### src/rtl/serial_pattern_tx_if.sv
// Bus between a pattern source/sink (master) and serial_pattern_tx (slave).
// start is a request, not a handshake: it is accepted on the edge where busy=0.
interface serial_pattern_tx_if #(
  parameter int WIDTH = 8,
  parameter int CNT_W = 4
);
  // busy=1 means the request is not being taken. Once it is taken, the frame
  // appears on w/w_valid, where w_valid=1 marks every cycle that carries a
  // pattern bit. done pulses for one cycle when the transfer ends.
  logic             start;
  logic [WIDTH-1:0] pattern;
  logic [CNT_W-1:0] repeat_cnt;
  logic             z_in;
  logic             w;
  logic             w_valid;
  logic             busy;
  logic             done;
  logic [CNT_W-1:0] z_count;

  modport master (
    output start, pattern, repeat_cnt, z_in,
    input  w, w_valid, busy, done, z_count
  );

  modport slave (
    input  start, pattern, repeat_cnt, z_in,
    output w, w_valid, busy, done, z_count
  );
endinterface

### src/rtl/serial_pattern_tx.sv
// Serial pattern transmitter: shifts a captured word out MSB-first in repeated
// frames separated by idle gaps, and counts detector hits seen on z_in.
module serial_pattern_tx #(
  parameter int WIDTH = 8,
  parameter int GAP   = 2,
  parameter int CNT_W = 4
) (
  input  logic              clk,
  input  logic              rst_n,
  serial_pattern_tx_if.slave bus,
  output logic [1:0]        state_dbg
);
  localparam int IDX_W  = $clog2(WIDTH);
  localparam int GAP_W  = (GAP > 1) ? $clog2(GAP) : 1;
  localparam int GAP_M1 = (GAP > 0) ? GAP - 1 : 0;

  typedef enum logic [1:0] {
    S_IDLE  = 2'd0,
    S_SHIFT = 2'd1,
    S_GAP   = 2'd2,
    S_DONE  = 2'd3
  } state_t;

  state_t           state, state_next;
  logic [WIDTH-1:0] pattern_reg, pattern_next;
  logic [IDX_W-1:0] bit_idx, bit_idx_next;
  logic [GAP_W-1:0] gap_cnt, gap_next;
  logic [CNT_W-1:0] frames_left, frames_next;
  logic [CNT_W-1:0] z_count_q;
  logic             end_frame;

  always_ff @(posedge clk or negedge rst_n) begin
    if (!rst_n) begin
      state       <= S_IDLE;
      pattern_reg <= '0;
      bit_idx     <= '0;
      gap_cnt     <= '0;
      frames_left <= '0;
    end else begin
      state       <= state_next;
      pattern_reg <= pattern_next;
      bit_idx     <= bit_idx_next;
      gap_cnt     <= gap_next;
      frames_left <= frames_next;
    end
  end

  always_comb begin
    state_next   = state;
    pattern_next = pattern_reg;
    bit_idx_next = bit_idx;
    gap_next     = gap_cnt;
    frames_next  = frames_left;
    end_frame    = 1'b0;
    case (state)
      S_IDLE: begin
        if (bus.start) begin
          pattern_next = bus.pattern;
          frames_next  = (bus.repeat_cnt == '0) ? CNT_W'(1) : bus.repeat_cnt;
          bit_idx_next = IDX_W'(WIDTH - 1);
          state_next   = S_SHIFT;
        end
      end
      S_SHIFT: begin
        if (bit_idx == '0) begin
          if (GAP > 0) begin
            state_next = S_GAP;
            gap_next   = GAP_W'(GAP_M1);
          end else begin
            end_frame = 1'b1;
          end
        end else begin
          bit_idx_next = bit_idx - IDX_W'(1);
        end
      end
      S_GAP: begin
        if (gap_cnt == '0) end_frame = 1'b1;
        else               gap_next  = gap_cnt - GAP_W'(1);
      end
      default: state_next = S_IDLE;
    endcase
    // Shared by the last data bit (no gap) and the last gap cycle.
    if (end_frame) begin
      if (frames_left > CNT_W'(1)) begin
        frames_next  = frames_left - CNT_W'(1);
        bit_idx_next = IDX_W'(WIDTH - 1);
        state_next   = S_SHIFT;
      end else begin
        state_next = S_DONE;
      end
    end
  end

  // The clear on an accepted start wins; the increment is gated by busy anyway.
  always_ff @(posedge clk or negedge rst_n) begin
    if (!rst_n) begin
      z_count_q <= '0;
    end else if (state == S_IDLE && bus.start) begin
      z_count_q <= '0;
    end else if (state != S_IDLE && bus.z_in && z_count_q != '1) begin
      z_count_q <= z_count_q + CNT_W'(1);
    end
  end

  assign bus.w       = (state == S_SHIFT) && pattern_reg[bit_idx];
  assign bus.w_valid = (state == S_SHIFT);
  assign bus.busy    = (state != S_IDLE);
  assign bus.done    = (state == S_DONE);
  assign bus.z_count = z_count_q;
  assign state_dbg   = state;
endmodule

### src/flat_wrapper.sv
// flat-port wrapper written by rule: the top's interface ports become plain ports
module serial_pattern_tx_flat 
#(
  parameter int WIDTH = 8,
  parameter int GAP   = 2,
  parameter int CNT_W = 4
)
  (clk, rst_n, state_dbg, bus_start, bus_pattern, bus_repeat_cnt, bus_z_in, bus_w, bus_w_valid, bus_busy, bus_done, bus_z_count);
  serial_pattern_tx_if #(.WIDTH(WIDTH), .CNT_W(CNT_W)) bus_i ();
  input  logic clk;
  input  logic rst_n;
  output logic [1:0] state_dbg;
  input wire logic [$bits(bus_i.start)-1:0] bus_start;
  input wire logic [$bits(bus_i.pattern)-1:0] bus_pattern;
  input wire logic [$bits(bus_i.repeat_cnt)-1:0] bus_repeat_cnt;
  input wire logic [$bits(bus_i.z_in)-1:0] bus_z_in;
  output wire logic [$bits(bus_i.w)-1:0] bus_w;
  output wire logic [$bits(bus_i.w_valid)-1:0] bus_w_valid;
  output wire logic [$bits(bus_i.busy)-1:0] bus_busy;
  output wire logic [$bits(bus_i.done)-1:0] bus_done;
  output wire logic [$bits(bus_i.z_count)-1:0] bus_z_count;
  assign bus_i.start = bus_start;
  assign bus_i.pattern = bus_pattern;
  assign bus_i.repeat_cnt = bus_repeat_cnt;
  assign bus_i.z_in = bus_z_in;
  assign bus_w = bus_i.w;
  assign bus_w_valid = bus_i.w_valid;
  assign bus_busy = bus_i.busy;
  assign bus_done = bus_i.done;
  assign bus_z_count = bus_i.z_count;
  serial_pattern_tx #(.WIDTH(WIDTH), .GAP(GAP), .CNT_W(CNT_W)) u_core (.clk(clk), .rst_n(rst_n), .bus(bus_i), .state_dbg(state_dbg));
endmodule
### config.mk
export PLATFORM = sky130hd
export DESIGN_NAME = serial_pattern_tx_flat
export DESIGN_NICKNAME = d
export VERILOG_FILES = /design/src/rtl/serial_pattern_tx_if.sv /design/src/rtl/serial_pattern_tx.sv /design/src/flat_wrapper.sv
export SDC_FILE = /design/constraint.sdc
export NUM_CORES = 1
export LEC_CHECK = 0
export CAP_MARGIN = 20
export CORE_ASPECT_RATIO = 1.25
export CORE_MARGIN = 4
export CORE_UTILIZATION = 47
export CTS_BUF_LIST = sky130_fd_sc_hd__clkbuf_4 sky130_fd_sc_hd__clkbuf_8
export DETAILED_ROUTE_END_ITERATION = 10
export GPL_TIMING_DRIVEN = 0
export PLACE_DENSITY = 0.78
export SETUP_SLACK_MARGIN = 0.5
export SLEW_MARGIN = 20
export SYNTH_ARGS = -nofsm -noshare
export SYNTH_HDL_FRONTEND = slang
export SYNTH_SLANG_ARGS = --single-unit
export TNS_END_PERCENT = 5
### constraint.sdc
create_clock -name clk -period 1.4 [get_ports clk]
set_input_delay 0.28 -clock clk [delete_from_list [all_inputs] [get_ports clk]]
set_output_delay 0.28 -clock clk [all_outputs]
set_load 0.02 [all_outputs]
==> out/summary.txt <==
CTS Sinks -> 22
first-pass GRT wire length -> 4750 µm
failing checks -> hold timing, setup timing
max_cap viols -> 0
Final Hold Fails -> 22
gate count after technology mapping -> 128
Netlist cell types -> 37
starting density of the core -> 0.491
RSZ-0062 raised after global routing -> yes
CTS clk-pin slew, worst paths -> 0.12 ns
gr usage total -> 0.185
Final Net Count -> 183
VDD IR max -> 1080 µV
RR Startpoint -> u_core.state_dbg[0]
relative slew slack -> 0.624
slowest CP cell -> mux4_2
Post-Synthesis Net Count -> 149
fmax -> 0.535 GHz
Core Area -> 2450 µm²
power per cell area -> 2010 nW/µm²
max reg flops -> 8
IO Pins -> 26
Via-to-Cell Ratio -> 5.56
First DRT Iteration DRCs -> 34
top-count cell post-synth -> nand2_1
Post-Syn Area -> 1200 µm²
final instance area -> 1680 µm²
fraction of layout cells with a size suffix above 1 -> 0.319
Top delay family on crit path -> multiplexers
arrival time worst endpoint -> 1.59 ns
num rows -> 20
HP Class -> primary input to async pin
Skew-Pair Late Insertion Delay -> 0.31 ns
Fin Hold WS -> -0.0688 ns
initial antenna violation count -> 0
EDFF count, synth -> 0
DR pass1 iterations -> 7
Synth area leaders -> dfrtp_1 46%, nand2_1 9.0%, ha_1 5.2%
Clock Path Buffers -> 2
antenna-violating nets left -> 0
fin crit share -> 1.34
R2R Path End -> u_core.frames_left[2]
Hold-fix buffers, CTS -> 0
most frequent cells after synthesis -> 29 x nand2_1, 22 x dfrtp_1, 9 x inv_1
Fin Clk Skew -> 0.00147 ns
Inserted Clock Buffers -> 3
startpoint class of the critical path -> flop
DP HPWL -> 1960 µm
Buf/Inv on CP -> 1
final RePlAce weighted congestion -> 0.796
largest net degree at the start of global routing -> 23
post-synthesis sequential area ratio -> 0.457
die area -> 3440 µm²
slack of the worst reg-to-reg path -> -0.15 ns
final WL -> 2900 µm
Worst-Margin Slew -> 0.564 ns
Syn-to-layout area delta -> 39.5%
CP Capture Type -> output port
CP Max Fanout -> 4
worst path cell trace -> mux4_2, mux2i_1, nor2_1, buf_2
critical path class -> flop to output port
final setup fails -> 21
peak per-stage delay on the critical path -> 0.51 ns
Residual DRC -> 0
die height -> 64.6 µm
Overflow after GRT -> 0
Leak -> 0.744 nW
Clock H-tree levels -> 1
Inst Count DP -> 186
#FFs+latches synth -> 22
Port Buffer Count -> 25
Final Max Tran Viols -> 0
run status -> complete, but fails checks
Wirelength per Cell -> 15.0 µm
Yosys top cell by area -> dfrtp_1
number of global-route vias before repair -> 1075
Via Count -> 1073
final std cells w/o fill -> 193
CTS Root Cell -> clkbuf_4
Top FF cell, synth -> dfrtp_1
FFs w/ async S/R, synth -> 1.00
Crit path required time -> 1.12 ns
min cycle time layout -> 1.87 ns
worst setup margin -> -0.470 ns
r2r worst-path depth -> 4
yosys synthesis warning count -> 0
antenna diode instance count -> 0
TritonCTS clock tree -> built
synthesized area per cell -> 9.40 µm²
placed cell areas -> 1540 µm²
Die Wd -> 53.3 µm
Synth top area share -> 0.457
==> per-layer routing <==
metal,routed length (µm),up-vias,global-route usage
met5,0,-,0
met4,44,0,0.0927
met3,109,5,0.0322
li1,-,517,-
met1,1260,519,0.226
met2,1490,32,0.304
==> worst max-delay path by stage <==
stage | depth (start not counted) | from | slack (ns) | end
after detailed placement | 4 | u_core.bit_idx[0] | -0.56 | bus_w
after CTS | 4 | u_core.bit_idx[0] | -0.49 | bus_w
after global placement | 4 | u_core.bit_idx[0] | -0.54 | bus_w
after global routing | 4 | u_core.bit_idx[0] | -0.61 | bus_w
after floorplan | 4 | u_core.state_dbg[0] | -0.09 | u_core.frames_left[2]
final | 4 | u_core.bit_idx[0] | -0.47 | bus_w
==> cell type report <==
type	count	area, µm²
Tap cell	33	41.3
Multi-Input combinational cell	92	702
Inverter	9	36.3
Buffer	5	57.6
Timing Repair Buffer	29	260
Fill cell	205	773
Clock buffer	3	22.5
Sequential cell	22	559
==> through the flow <==
stage	total power [W]	worst slack, ns	hold slack [ns]	setup TNS, ns	utilization
3_3_place_gp	0.00274	-0.543	0.453	-8.66	0.627
5_1_grt	0.00368	-0.607	-0.0526	-3.17	0.685
2_1_floorplan	0.00226	-0.0864	-0.0156	-0.941	-
6_report	0.00338	-0.470	-0.0688	-1.80	0.685
4_1_cts	0.00317	-0.490	0.210	-1.86	0.647
3_5_place_dp	0.00282	-0.557	0.462	-9.07	0.627
==> worst register-to-register path: cells and delay by family (launching register included) <==
family	cells	cell delay [ns]
compound gates	2	0.43
simple gates	1	0.39
flops	1	0.49
buf+inv	1	0.15
==> logic make-up (layout without fill, tap and decap cells) <==
kind of cell             after synthesis  count (layout)  share of synthesized area
buffers and inverters                 14              46                     0.0468
multiplexers                           6               6                     0.0707
AND/OR/NAND/NOR                       53              53                      0.216
flip-flops                            22              22                      0.457
AO/OA/AOI/OAI                         28              28                      0.157
adder cells (fa/ha/maj)                5               5                     0.0520
==> power by group <==
part / leakage (nW) / internal [W] / switching (W)
clock network: 0.0138 / 0.000101 / 0.000192
logic: 0.473 / 0.000905 / 0.000955
registers: 0.257 / 0.000926 / 0.000303
total: 0.744 / 0.00193 / 0.00145
==> cell usage in the layout, fill, tap and decap left out, types with 2 or more instances in the layout <==
| master | n |
|---|---|
| nand2_1 | 29 |
| clkbuf_4 | 3 |
| clkbuf_2 | 2 |
| a21oi_1 | 2 |
| buf_8 | 2 |
| ha_2 | 3 |
| nor2_1 | 2 |
| nand3_1 | 2 |
| buf_2 | 4 |
| ha_1 | 2 |
| clkdlybuf4s50_1 | 14 |
| nand2b_1 | 2 |
| a21oi_2 | 2 |
| mux4_2 | 2 |
| o21ai_0 | 6 |
| dfrtp_1 | 15 |
| buf_4 | 4 |
| inv_1 | 8 |
| dfrtp_2 | 7 |
| mux2i_1 | 4 |
| nor3_1 | 3 |
| buf_6 | 7 |
| or3b_1 | 2 |
==> timing repair <==
item,4_1_cts,5_1_grt
gates resized for setup,60,22
endpoints found under the hold margin,0,22
pin swaps,4,5
setup buffers,1,3
setup endpoints to repair,54,54
(Power assumes the default switching activity.)
